$ cat src/rtl/morse_char_fifo.sv
// morse_char_fifo
//   Collects dot/dash pulses from the Morse timing decoder into a symbol,
//   translates the symbol to ASCII when a letter gap (lg) or word gap (wg)
//   arrives, adds one space per word gap (never two in a row), and buffers
//   the bytes in a first-word-fall-through FIFO for the display logic.
//
// Parameters
//   MAX_LEN  : maximum elements per symbol (2..7)
//   DEPTH    : FIFO entries (power of two, >= 2)
//   ERR_CHAR : byte written for unknown or overlong symbols
//
// Ports
//   clk, reset_n            : clock, asynchronous active-low reset
//   dot, dash, lg, wg       : single-cycle pulses from the decoder
//   rd_en                   : pop the head entry (ignored while empty)
//   clr_overflow            : clear the sticky overflow flag
//   dout                    : head entry, 0 while empty
//   empty, full, count      : FIFO status
//   sym_bits, sym_len       : symbol being assembled (dash = 1)
//   overflow                : sticky, a byte was dropped on a full FIFO
module morse_char_fifo #(
  parameter int         MAX_LEN  = 6,
  parameter int         DEPTH    = 16,
  parameter logic [7:0] ERR_CHAR = 8'h2A
) (
  input  logic                     clk,
  input  logic                     reset_n,
  input  logic                     dot,
  input  logic                     dash,
  input  logic                     lg,
  input  logic                     wg,
  input  logic                     rd_en,
  input  logic                     clr_overflow,
  output logic [7:0]               dout,
  output logic                     empty,
  output logic                     full,
  output logic [$clog2(DEPTH):0]   count,
  output logic [MAX_LEN-1:0]       sym_bits,
  output logic [2:0]               sym_len,
  output logic                     overflow
);

  localparam int         AW        = $clog2(DEPTH);
  localparam int         CW        = AW + 1;
  localparam logic [2:0] MAX_LEN_L = 3'(MAX_LEN);

  typedef enum logic [1:0] {IDLE, EMIT_CHAR, EMIT_SPACE} state_t;

  // Symbol codes are read with the first element as the most significant
  // used bit; bits above sym_len are always zero because the register is
  // cleared on every gap and filled by left shifts.
  function automatic logic [7:0] lookup(input logic [2:0] len,
                                        input logic [MAX_LEN-1:0] bits,
                                        input logic err);
    logic [4:0] code;
    logic [7:0] ch;
    code = 5'(bits);
    ch   = ERR_CHAR;
    case ({len, code})
      {3'd2, 5'b00001}: ch = 8'h41; // A
      {3'd4, 5'b01000}: ch = 8'h42; // B
      {3'd4, 5'b01010}: ch = 8'h43; // C
      {3'd3, 5'b00100}: ch = 8'h44; // D
      {3'd1, 5'b00000}: ch = 8'h45; // E
      {3'd4, 5'b00010}: ch = 8'h46; // F
      {3'd3, 5'b00110}: ch = 8'h47; // G
      {3'd4, 5'b00000}: ch = 8'h48; // H
      {3'd2, 5'b00000}: ch = 8'h49; // I
      {3'd4, 5'b00111}: ch = 8'h4A; // J
      {3'd3, 5'b00101}: ch = 8'h4B; // K
      {3'd4, 5'b00100}: ch = 8'h4C; // L
      {3'd2, 5'b00011}: ch = 8'h4D; // M
      {3'd2, 5'b00010}: ch = 8'h4E; // N
      {3'd3, 5'b00111}: ch = 8'h4F; // O
      {3'd4, 5'b00110}: ch = 8'h50; // P
      {3'd4, 5'b01101}: ch = 8'h51; // Q
      {3'd3, 5'b00010}: ch = 8'h52; // R
      {3'd3, 5'b00000}: ch = 8'h53; // S
      {3'd1, 5'b00001}: ch = 8'h54; // T
      {3'd3, 5'b00001}: ch = 8'h55; // U
      {3'd4, 5'b00001}: ch = 8'h56; // V
      {3'd3, 5'b00011}: ch = 8'h57; // W
      {3'd4, 5'b01001}: ch = 8'h58; // X
      {3'd4, 5'b01011}: ch = 8'h59; // Y
      {3'd4, 5'b01100}: ch = 8'h5A; // Z
      {3'd5, 5'b11111}: ch = 8'h30; // 0
      {3'd5, 5'b01111}: ch = 8'h31; // 1
      {3'd5, 5'b00111}: ch = 8'h32; // 2
      {3'd5, 5'b00011}: ch = 8'h33; // 3
      {3'd5, 5'b00001}: ch = 8'h34; // 4
      {3'd5, 5'b00000}: ch = 8'h35; // 5
      {3'd5, 5'b10000}: ch = 8'h36; // 6
      {3'd5, 5'b11000}: ch = 8'h37; // 7
      {3'd5, 5'b11100}: ch = 8'h38; // 8
      {3'd5, 5'b11110}: ch = 8'h39; // 9
      default:          ch = ERR_CHAR;
    endcase
    if (err) ch = ERR_CHAR;
    return ch;
  endfunction

  state_t             state_q, state_d;
  logic [MAX_LEN-1:0] sym_bits_q, sym_bits_d;
  logic [2:0]         sym_len_q, sym_len_d;
  logic               err_q, err_d;
  logic [7:0]         pend_q, pend_d;
  logic               pend_wg_q, pend_wg_d;
  logic               gapq_vld_q, gapq_vld_d;
  logic               gapq_wg_q, gapq_wg_d;
  logic               lws_q, lws_d;
  logic [AW-1:0]      wr_ptr_q, wr_ptr_d;
  logic [AW-1:0]      rd_ptr_q, rd_ptr_d;
  logic [CW-1:0]      count_q, count_d;
  logic               overflow_q, overflow_d;
  logic [7:0]         mem_q [DEPTH];

  logic       elem, gap_in, take_gap, take_wg;
  logic       push, pop, accept, drop, full_w, empty_w;
  logic [7:0] push_data;

  always_comb begin
    elem     = dot ^ dash;
    gap_in   = lg | wg;
    // A gap held over from an EMIT state takes priority over a new one.
    take_gap = (state_q == IDLE) && (gapq_vld_q || gap_in);
    take_wg  = gapq_vld_q ? gapq_wg_q : wg;

    // Symbol assembly: the gap clear happens first so an element on the
    // same edge starts the next symbol.
    sym_bits_d = sym_bits_q;
    sym_len_d  = sym_len_q;
    err_d      = err_q;
    if (take_gap) begin
      sym_bits_d = '0;
      sym_len_d  = 3'd0;
      err_d      = 1'b0;
    end
    if (elem) begin
      if (sym_len_d == MAX_LEN_L) begin
        err_d = 1'b1;
      end else begin
        sym_bits_d = {sym_bits_d[MAX_LEN-2:0], dash};
        sym_len_d  = sym_len_d + 3'd1;
      end
    end

    // One-deep holding slot for gaps that arrive while emitting.
    gapq_vld_d = gapq_vld_q;
    gapq_wg_d  = gapq_wg_q;
    if (state_q == IDLE) begin
      if (gapq_vld_q) begin
        gapq_vld_d = gap_in;
        gapq_wg_d  = wg;
      end
    end else if (gap_in) begin
      gapq_vld_d = 1'b1;
      gapq_wg_d  = gapq_vld_q ? (gapq_wg_q | wg) : wg;
    end

    state_d   = state_q;
    pend_d    = pend_q;
    pend_wg_d = pend_wg_q;
    lws_d     = lws_q;
    push      = 1'b0;
    push_data = pend_q;
    case (state_q)
      IDLE: begin
        if (take_gap) begin
          pend_d    = lookup(sym_len_q, sym_bits_q, err_q);
          pend_wg_d = take_wg;
          if (sym_len_q != 3'd0) state_d = EMIT_CHAR;
          else if (take_wg)      state_d = EMIT_SPACE;
        end
      end
      EMIT_CHAR: begin
        push    = 1'b1;
        lws_d   = 1'b0;
        state_d = pend_wg_q ? EMIT_SPACE : IDLE;
      end
      EMIT_SPACE: begin
        if (!lws_q) begin
          push      = 1'b1;
          push_data = 8'h20;
        end
        lws_d   = 1'b1;
        state_d = IDLE;
      end
      default: state_d = IDLE;
    endcase

    // FIFO bookkeeping: a pop frees the slot a same-edge push needs.
    empty_w    = (count_q == '0);
    full_w     = (count_q == CW'(DEPTH));
    pop        = rd_en && !empty_w;
    accept     = push && (!full_w || pop);
    drop       = push && !accept;
    wr_ptr_d   = accept ? wr_ptr_q + AW'(1) : wr_ptr_q;
    rd_ptr_d   = pop ? rd_ptr_q + AW'(1) : rd_ptr_q;
    count_d    = count_q;
    if (accept && !pop)      count_d = count_q + CW'(1);
    else if (pop && !accept) count_d = count_q - CW'(1);
    overflow_d = drop | (overflow_q & ~clr_overflow);
  end

  always_ff @(posedge clk or negedge reset_n) begin
    if (!reset_n) begin
      state_q    <= IDLE;
      sym_bits_q <= '0;
      sym_len_q  <= 3'd0;
      err_q      <= 1'b0;
      pend_wg_q  <= 1'b0;
      gapq_vld_q <= 1'b0;
      gapq_wg_q  <= 1'b0;
      lws_q      <= 1'b1;
      wr_ptr_q   <= '0;
      rd_ptr_q   <= '0;
      count_q    <= '0;
      overflow_q <= 1'b0;
    end else begin
      state_q    <= state_d;
      sym_bits_q <= sym_bits_d;
      sym_len_q  <= sym_len_d;
      err_q      <= err_d;
      pend_wg_q  <= pend_wg_d;
      gapq_vld_q <= gapq_vld_d;
      gapq_wg_q  <= gapq_wg_d;
      lws_q      <= lws_d;
      wr_ptr_q   <= wr_ptr_d;
      rd_ptr_q   <= rd_ptr_d;
      count_q    <= count_d;
      overflow_q <= overflow_d;
    end
  end

  // Byte storage; contents are meaningless once count says so, so no reset.
  always_ff @(posedge clk) begin
    pend_q <= pend_d;
    if (accept) mem_q[wr_ptr_q] <= push_data;
  end

  assign dout     = empty_w ? 8'h00 : mem_q[rd_ptr_q];
  assign empty    = empty_w;
  assign full     = full_w;
  assign count    = count_q;
  assign sym_bits = sym_bits_q;
  assign sym_len  = sym_len_q;
  assign overflow = overflow_q;

endmodule
$ cat config.mk
export PLATFORM = sky130hd
export DESIGN_NAME = morse_char_fifo
export DESIGN_NICKNAME = d
export VERILOG_FILES = /design/src/rtl/morse_char_fifo.sv
export SDC_FILE = /design/constraint.sdc
export NUM_CORES = 1
export LEC_CHECK = 0
export CAP_MARGIN = 20
export CELL_PAD_IN_SITES_DETAIL_PLACEMENT = 0
export CELL_PAD_IN_SITES_GLOBAL_PLACEMENT = 2
export CORE_MARGIN = 4
export CORE_UTILIZATION = 40
export CTS_CLUSTER_DIAMETER = 60
export CTS_CLUSTER_SIZE = 12
export DETAILED_ROUTE_END_ITERATION = 6
export PLACE_DENSITY = 0.75
export RECOVER_POWER = 25
export SLEW_MARGIN = 20
export SYNTH_ARGS = -nofsm -noshare
export SYNTH_HDL_FRONTEND = slang
export SYNTH_SLANG_ARGS = --single-unit
$ cat constraint.sdc
create_clock -name clk -period 2.85 [get_ports clk]
set_input_delay 0.57 -clock clk [delete_from_list [all_inputs] [get_ports clk]]
set_output_delay 0.57 -clock clk [all_outputs]
set_load 0.05 [all_outputs]
== Yosys cells after proc, flatten, opt, wreduce, memory -nomap -nowiden ==
Memory sizes are Yosys's and may differ from the RTL's.
Index checks and enable logic that the tools add are counted.
Storage, ports and cells
  register bits: 38
  bits in latches: 0
  RAM bits: 128
  ROM bits: 0
  bits of input ports: 8
  output and inout port bits: 25
  logic and storage cells: 122
  memories: 1
Operators by class
  add/subtract/negate cells: 5
  multiply operators: 0
  div/mod/pow operators: 0
  $lt $le $gt $ge: 0
  equality and inequality tests: 43
  shifts and indexed selects: 0
  multiplexer cells: 33
  bitwise gates (word level): 6
  reduce and logical (&&, ||, !) cells: 21
Memory list
  mem_q: depth 16, bits a word 8, rd ports 1, clocked after memory_dff 0, write ports 1, RTL line 115  | logic [7:0] mem_q [DEPTH];
Operators with widths (count)
  case mux 7 bit (36 select lines): 1
  equality test 8 bit, second input constant: 22
  equality test 8 x 7 -> 1 bit, second input constant: 12
  two-way mux 8 bit: 3
  two-way mux 6 bit: 3
  equality test 8 x 6 -> 1 bit, second input constant: 2
  two-way mux 1 bit: 14
  two-way mux 5 bit: 2
  two-way mux 3 bit: 3
  adder 4 x 1 -> 4 bit, second input constant: 2
  two-way mux 2 bit: 4
  logical AND 1 bit: 6
  AND reduction 2 bit: 3
  nonzero test 2 bit: 3
  adder 5 x 1 -> 5 bit, second input constant: 1
  equality test 5 bit, second input constant: 1
  zero test 5 bit: 1
  subtractor 5 x 1 -> 5 bit, second input constant: 1
  zero test 1 bit: 4
  != test 2 bit, second input constant: 2
  case mux 1 bit (2 select lines): 2
  case mux 2 bit (2 select lines): 1
  adder 3 x 1 -> 3 bit, second input constant: 1
  equality test 3 bit, second input constant: 1
  other kinds (10): 13

== Longest topological paths before layout ==
Gate-level depths: netlist of run 1.
  depth after elaboration: 9
  depth in mapped cells: 13

== Worst setup path after synthesis of run 1 ==
OpenSTA, ideal clock, no wires.
  kind: flip-flop to flip-flop
  from: reg count_q[0], in the netlist count[0]
  to: reg count_q[4], in the netlist count[4]
  library setup time: 0.082 ns
  data arrival time: 3.489 ns
  required time: 2.768 ns
  path slack: -0.721 ns
  cell stages (with the launch flop): 14
  buffers on the path: 1
  cell sequence: dfrtp_1 -> nor4_1 -> nor2b_1 -> clkbuf_1 -> nor2_1 -> inv_1 -> ha_1 -> inv_1 -> ha_1 -> nor2b_1 -> o21a_1 -> or3_1 -> a21oi_1 -> xor2_1
On the way
  word-level cells in the longest chain between the ends: 8
  elaborated cells between the ends (all ways): 16
  those cells by class: add/sub (2); eq/ne (1); mux (2); reduce/logical (11)
Ends and longest elaborated chain
  start: declaration: RTL line 113  | logic [CW-1:0] count_q, count_d;
  start signal: assignment: RTL line 230  | count_q <= count_d;
  zero test 5 bit (*): RTL line 192  | empty_w = (count_q == '0);
  net empty: RTL line 35  | output logic empty,
  zero test 1 bit (*): RTL line 194  | pop = rd_en && !empty_w;
  logical AND 1 bit (*): RTL line 194
  logical OR 1 bit: RTL line 195  | accept = push && (!full_w || pop);
  logical AND 1 bit: RTL line 195
  zero test 1 bit: RTL line 201  | else if (pop && !accept) count_d = count_q - CW'(1);
  logical AND 1 bit: RTL line 201
  nonzero test 2 bit (no line)
Mark *: on every way through the listed nets, which the timed path passes. The rest lies on a longest branch. The select of a mux whose other input is x is not followed.
A chain may end at the register's enable or synchronous reset.

== Worst setup path after layout of run 1 ==
  from: reg rd_ptr_q[0]
  to: out dout[3]
On the way
  word-level cells in the longest chain between the ends: 2
Ends and longest elaborated chain
  start: declaration: RTL line 112  | logic [AW-1:0] rd_ptr_q, rd_ptr_d;
  start signal: assignment: RTL line 229  | rd_ptr_q <= rd_ptr_d;
  memory (16 x 8 bit)
  two-way mux 8 bit: RTL line 241  | assign dout = empty_w ? 8'h00 : mem_q[rd_ptr_q];
  end: declaration: RTL line 34  | output logic [7:0] dout,
No other way between the ends.

==> results of run 1 <==
==> cell families after synthesis <==
family | after synthesis
buf+inv | 47
flops | 149
simple gates | 146
other cells | 1
mux | 39
compound gates | 72
xor+xnor | 13
fa+ha+maj | 16
==> metal layers <==
layer	vias to the layer above	global-route usage, %
li1	1990	-
met1	2078	20.3
met2	96	24.6
met3	11	4.12
met4	0	4.28
met5	-	0
==> final cells by class <==
class	count	area [sq um]	share of cell area, %
flip-flops and latches	149	4330	51.7
multi-input cells	287	2470	29.4
repair buffers	71	673	8.03
clock buffers	17	425	5.07
well taps	220	275	3.28
clock inverters	15	146	1.75
inverters	16	63.8	0.761
==> worst register-to-register path, stage by stage, from the launching register on <==
cell	delay, ns
dfrtp_2	0.43
nor4_2	0.37
nor2b_2	0.26
nor2_2	0.06
inv_2	0.09
ha_4	0.15
inv_1	0.06
ha_1	0.29
nor2b_1	0.14
o21a_1	0.17
or3_1	0.32
a21oi_2	0.14
xor2_1	0.15
==> synthesized netlist by cell type (all sizes together), types with 2 or more instances <==
library cell and count:
nor2b 12, nand3 12, nand3b 3, a21oi 16
dfrtp 29, clkbuf 12, or3b 3, edfxtp 119
or4b 4, a32oi 2, nand2b 9, or4 2
or3 4, inv 16, nand4b 2, nor2 24
o22ai 5, nand4 3, a31oi 5, or2 4
and2 7, o32ai 3, nand2 35, buf 19
xnor2 9, mux4 35, a211oi 2, o21a 2
o21ai 18, nor3 12, xor2 4, a2111oi 3
a22oi 2, a311oi 2, nor4b 4, ha 15
nor4 4, a21boi 3, mux2i 3
==> worst paths after layout <==
| check | start | to | depth (start not counted) |
|---|---|---|---|
| worst min-delay path | pend_wg_q | pend_wg_q | 2 |
| worst min register to register | pend_wg_q | pend_wg_q | 2 |
| max in group asynchronous | reset_n | count[1] | 2 |
| worst max register to register | count[3] | count[4] | 12 |
| min in group asynchronous | reset_n | sym_bits[4] | 2 |
| worst max-delay path | rd_ptr_q[0] | dout[3] | 5 |
==> through the flow <==
stage | util [%] | cell area [sq um] | setup WS (ns) | hold WS, ns
5_1_grt | 49.9 | 8390 | -0.268 | 0.537
4_1_cts | 49.9 | 8380 | -0.220 | 0.492
3_3_place_gp | 46.0 | 7740 | 0.0608 | 0.466
2_1_floorplan | - | 7010 | 0.00433 | 0.274
6_report | 49.9 | 8390 | -0.169 | 0.486
3_5_place_dp | 46.0 | 7740 | 0.0263 | 0.478
==> power breakdown <==
group	leakage [nW]	total, mW	internal, mW	switching [mW]
clock network	0.270	2.14	1.22	0.916
registers	1.45	3.44	3.04	0.401
logic	1.18	4.25	1.84	2.41
total	2.90	9.84	6.11	3.73
==> flip-flops by register name (all words and copies together), names as in the netlist <==
signal,count
lws_q,1
mem_q,112
count,5
err_q,1
pend_q,7
sym_bits,6
state_q,2
gapq_wg_q,1
pend_wg_q,1
gapq_vld_q,1
overflow,1
rd_ptr_q,4
wr_ptr_q,4
sym_len,3
==> repair_timing <==
action	CTS	global route
resized for setup	9	3
pin swaps	0	0
gates cloned	1	0
setup buffers	2	0
setup endpoints to repair	8	8
==> run summary, run 1 <==
status - finished, violations left
failing checks - capacitance limit, slew limit, setup timing
most common flop cell mapped by yosys - edfxtp_1
Compound-Gate Fraction of Synth Area - 6.84%
# rows - 47
measured slew at the worst slew-check pin - 1.73 ns
Starting DRT DRC Count - 275
final hold vios - 0
Syn-to-layout area delta - 20.6%
Root Driver - clkbuf_16
total CTS buffers - 17
met3 routed WL - 534 um
leakage power - 2.90 nW
CP Class - reg2out
clk_lat worst skew - 0.42 ns
first-pass GRT wire length - 23,300 um
synthesized area - 6950 sq um
syn_area_per_cell - 14.4 sq um
total negative slack - -1.03 ns
Vias - 4,175
min cycle time layout - 3.02 ns
# fillers - 1,463
syn_nets - 507
DIE HEIGHT - 140 um
die area - 19,600 sq um
fraction of layout cells with a size suffix above 1 - 25.0%
top layer in use - met4
vias in the first global route - 4,176
max-cap check violation count - 1
drt first pass iters - 4
Inserted Diodes - 0
Slew Limit Fails - 31
Post-Synth XOR/XNOR Area - 1.64%
post-synthesis mux area share - 11.9%
post-DP HPWL - 9740 um
f_max - 0.331 GHz
DR DRC count - 0
Synth async-reset ratio - 20.1%
Synth top area share - 51.4%
starting density of the core - 41.3%
top cell type by total area after synthesis - edfxtp_1
Cell Chain, Critical Path - buf_12 -> mux4_2 -> mux4_2 -> nor2b_1 -> buf_6
Worst Setup Start Kind - flop
library cells used by synthesis - 64
reg-to-reg setup timing slack - 0.16 ns
Port Buffer Count - 31
Ports - 33
WL met2 - 7050 um
clk sink count - 149
Wirelength per Cell - 18.3 um
slowest CP cell - mux4_2
largest family of logic cells by synthesized area - multiplexers
clock slew seen by the registers of the worst setup and hold paths - 0.06 ns
DRT antenna net count - 0
DR vias/cell - 5.39
Detailed Route WL - 14,200 um
Max VDD drop - 0.956 mV
crit path max fanout - 11
cells after synthesis - 483
min-delay worst type - reg2reg
Power Dens Cells - 1170 nW/um^2
max incr delay on CP - 0.53 ns
most frequent cells in the layout - edfxtp_1, nand2_1, mux4_2, buf_4
Design Power - 9.84 mW
initial antenna violation count - 0
CORE AREA - 16,800 sq um
Critical Path RT - 2.28 ns
family with the most delay on the worst path - multiplexers
clock skew - 0.0102 ns
CTS tree - yes
CTS max path bufs - 2
total gr overflow - 0
register area share after synthesis - 62.2%
Final setup violation count - 7
Hold Buf Count CTS - 0
total track usage - 15.2%
number of synthesized flops with an enable pin - 119
H-tree depth - 4
largest cells by area after synthesis - edfxtp_1, mux4_2, dfrtp_1, ha_1, nand2_1
post-synthesis simple-gate area fraction - 11.5%
Setup WS post-layout - -0.169 ns
Cells after DPL - 740
Final #Nets - 566
most common cell after layout, fill and taps aside - edfxtp_1
most used cell along the critical path - mux4_2
Tcrit/Tclk final - 106%
Die X - 140 um
Crit. End Element - primary output
Post-Layout Cell Count - 775
Synth Warn # - 0
unrepaired setup endpoints after global routing - yes
FF+latch count, synth - 149
GPL Wtd Cong - 0.800
Met1 Wirelength - 6500 um
Slew HR - -15.5%
data arrival time of the critical path - 2.45 ns
largest net degree at the start of global routing - 32
area share of fa/ha/maj cells after synthesis - 2.99%
Bufs and invs on worst path - 2
Power figures use the tool's default switching activity.
==> run 2, diff against run 1 <==
Settings changed: ABC_AREA from default to 1, CORE_UTILIZATION 40 to 35.
==> run 2 against run 1 <==
The flow finishes with violations (capacitance limit, slew limit). Register-to-register slack improved by 0.15 ns. Non-clock buffer count decreased by 6. Sequential share of layout area decreased by 1.2 points. Die area increased by 17%. Largest cell class unchanged.
==> run summary, run 2 <==
H-tree depth - 4 (unchanged)
Critical Path RT - 2.28 ns (about the same)
Worst Hold Path Cells - 2 (unchanged)
Root Driver - clkbuf_16 (unchanged)
Starting DRT DRC Count - 279 (was 275)
slowest CP cell - dfrtp_1 (was mux4_2)
CTS max path bufs - 2 (unchanged)
clock slew seen by the registers of the worst setup and hold paths - 0.06 ns (about the same)
most common flop cell mapped by yosys - edfxtp_1 (unchanged)
post-DP HPWL - 11,900 um (was 9740 um)
fraction of layout cells with a size suffix above 1 - 11.1% (was 25.0%)
Crit. End Element - primary output (unchanged)
reg-to-reg setup timing slack - 0.31 ns (was 0.16 ns)
Inserted Diodes - 0 (unchanged)
vias in the first global route - 5,266 (was 4,176)
total negative slack - 0 ns (was -1.03 ns)
min cycle time layout - 2.70 ns (was 3.02 ns)
max reg flops - 112 (unchanged)
# rows - 52 (was 47)
Seq pwr share - 32.6% (was 35.0%)
Critical R2R Launch - state_q[0] (was count[3])
initial antenna violation count - 0 (unchanged)
crit path max fanout - 57 (was 11)
Sw Ratio - 43.0% (was 37.9%)
Vias - 5,286 (was 4,175)
Global Route met1 Usage - 20.5% (was 20.3%)
most common cell after layout, fill and taps aside - nand2_1 (was edfxtp_1)
total CTS buffers - 17 (unchanged)
FF+latch count, synth - 149 (unchanged)
Slew Limit Fails - 31 (unchanged)
Final #Nets - 851 (was 566)
max incr delay on CP - 0.43 ns (was 0.53 ns)
CTS tree - yes (unchanged)
Syn-to-layout area delta - 19.5% (was 20.6%)
f_max - 0.371 GHz (was 0.331 GHz)
Detailed Route WL - 17,700 um (was 14,200 um)
largest cells by area after synthesis - edfxtp_1, nand2_1, dfrtp_1, nand3_1, nor2_1 (was edfxtp_1, mux4_2, dfrtp_1, ha_1, nand2_1)
Wirelength per Cell - 15.9 um (was 18.3 um)
Hold Buf Count CTS - 0 (unchanged)
Max VDD drop - 0.490 mV (was 0.956 mV)
syn_area_per_cell - 9.33 sq um (was 14.4 sq um)
total gr overflow - 0 (unchanged)
Internal - 5.76 mW (was 6.11 mW)
Cell Chain, Critical Path - buf_12 -> nand2_1 -> nand3_1 -> nand3_1 -> nand2_1 -> nand2_1 -> a21oi_1 -> buf_4 (was buf_12 -> mux4_2 -> mux4_2 -> nor2b_1 -> buf_6)
Clock Power Share - 21.5% (was 21.8%)
Design Power - 10.1 mW (was 9.84 mW)
Power Dens Cells - 1180 nW/um^2 (was 1170 nW/um^2)
register area share after synthesis - 60.3% (was 62.2%)
cells after synthesis - 769 (was 483)
library cells used by synthesis - 30 (was 64)
max-cap check violation count - 1 (unchanged)
largest reg by FF count - mem_q (unchanged)
Final setup violation count - 0 (was 7)
measured slew at the worst slew-check pin - 1.86 ns (was 1.73 ns)
min-delay worst type - reg2reg (unchanged)
DR DRC count - 0 (unchanged)
number of synthesized flops with an enable pin - 119 (unchanged)
drt first pass iters - 4 (unchanged)
Critical Path Sink - dout[1] (was dout[3])
final hold vios - 0 (unchanged)
most common cell in the netlist - nand2_1 (was edfxtp_1)
r2r endpoint - count[4] (unchanged)
global route hottest layer - met2 (unchanged)
met2 usage - 27.7% (was 24.6%)
clock skew - 0.00905 ns (was 0.0102 ns)
placed cell areas - 7950 sq um (was 7740 sq um)
DRT antenna net count - 0 (unchanged)
failing checks - capacitance limit, slew limit (was capacitance limit, slew limit, setup timing)
Port Buffer Count - 31 (unchanged)
clk sink count - 149 (unchanged)
Net Sw Power - 4.35 mW (was 3.73 mW)
status - finished, violations left (unchanged)
Commonest cells post-synth - nand2_1, edfxtp_1, nor2_1 (was edfxtp_1, mux4_2, nand2_1)
CP Class - reg2out (unchanged)
Worst Setup Start Kind - flop (unchanged)
top cell type by total area after synthesis - edfxtp_1 (unchanged)
first-pass GRT wire length - 27,900 um (was 23,300 um)
clk_lat worst skew - 0.42 ns (about the same)
Tcrit/Tclk final - 94.6% (was 106%)
most used cell along the critical path - nand2_1 (was mux4_2)
Synth top area share - 49.8% (was 51.4%)
crit path from - rd_ptr_q[0] (unchanged)
synthesized area - 7170 sq um (was 6950 sq um)
starting density of the core - 35.6% (was 41.3%)
data arrival time of the critical path - 2.13 ns (was 2.45 ns)
DR vias/cell - 4.76 (was 5.39)
Ports - 33 (unchanged)
unrepaired setup endpoints after global routing - no (was yes)
GPL Wtd Cong - 0.838 (was 0.800)
Gate power share - 46.0% (was 43.2%)
syn_nets - 793 (was 507)
largest net degree at the start of global routing - 58 (was 32)
CORE AREA - 20,200 sq um (was 16,800 sq um)
most frequent cells in the layout - nand2_1, edfxtp_1, nor2_1, nand3_1, inv_1 (was edfxtp_1, nand2_1, mux4_2, buf_4)
Synth Warn # - 0 (unchanged)
leakage power - 3.54 nW (was 2.90 nW)
Synth async-reset ratio - 20.1% (unchanged)
total track usage - 16.0% (was 15.2%)
Die X - 151 um (was 140 um)
Slew HR - -24.3% (was -15.5%)
met3 Track Usage GR - 3.29% (was 4.12%)
die area - 22,800 sq um (was 19,600 sq um)
worst reg-to-reg path cell count - 15 (was 12)
post-route cell area - 8570 sq um (was 8390 sq um)
DIE HEIGHT - 151 um (was 140 um)
## run 2: what timing repair did
action                                  in CTS  in global routing
resized for setup                            1                  6
buffers inserted                             0                  0
cloned                                       0                  2
endpoints found under the setup margin       3                  7
## run 2: final cells by class
cell class	instances	area, sq um
clock buffer	18	429
clock inverter	14	150
fill	2005	11600
inverter	60	228
multi-input combinational	534	2500
sequential	149	4330
tap	270	338
timing repair buffer	65	599
## run 2: kinds of logic (layout without fill, tap and decap cells)
kind of cell               count (synthesis)  after routing  share of synthesized area (%)
xor gates and xnor gates                  12             12                           1.47
and+or+nand+nor                          431            431                           24.9
AOI/OAI and AO/OA                         74             74                           5.51
adders and majority gates                 16             16                           2.90
other                                      1              1                         0.0523
DFF                                      149            149                           60.3
buffers and inverters                     86            157                           4.92
## run 2: per-stage QoR
stage | hold WS (ns) | utilization [%] | cells | setup WS (ns)
floorplan | 0.274 | - | 769 | 0.0740
global placement | 0.472 | 39.4 | 1076 | 0.256
detailed placement | 0.475 | 39.4 | 1076 | 0.244
CTS | 0.488 | 42.3 | 1108 | 0.0529
global route | 0.512 | 42.5 | 1110 | 0.00563
finish | 0.483 | 42.5 | 1110 | 0.154
## run 2: how the worst min path moves through the flow
stage	end	from
after floorplan	count[0]	reset_n
after global placement	lws_q	lws_q
after detailed placement	lws_q	lws_q
after CTS	lws_q	lws_q
after global routing	lws_q	lws_q
final	lws_q	lws_q
## run 2: metal layers
layer | vias to the layer above | part of all wire, %
met3 | 12 | 3.4
li1 | 2664 | -
met1 | 2534 | 44
met4 | 0 | 1.1
met5 | - | 0
met2 | 76 | 51
## run 2: power by group through the flow
stage	clock network (mW)	registers, mW	logic, mW
after global placement	0	3.32	4.57
after floorplan	0	3.49	2.89
final	2.17	3.29	4.65
after detailed placement	0	3.33	4.62
after global routing	2.33	3.34	5.17
after CTS	2.23	3.28	4.64
## run 2: critical path, delay by kind of cell (launching register included)
| family | cells | cell delay [ns] |
|---|---|---|
| buffers and inverters | 2 | 0.53 |
| AND/OR/NAND/NOR | 5 | 0.47 |
| flip-flops | 1 | 0.43 |
| AO/OA/AOI/OAI | 1 | 0.25 |
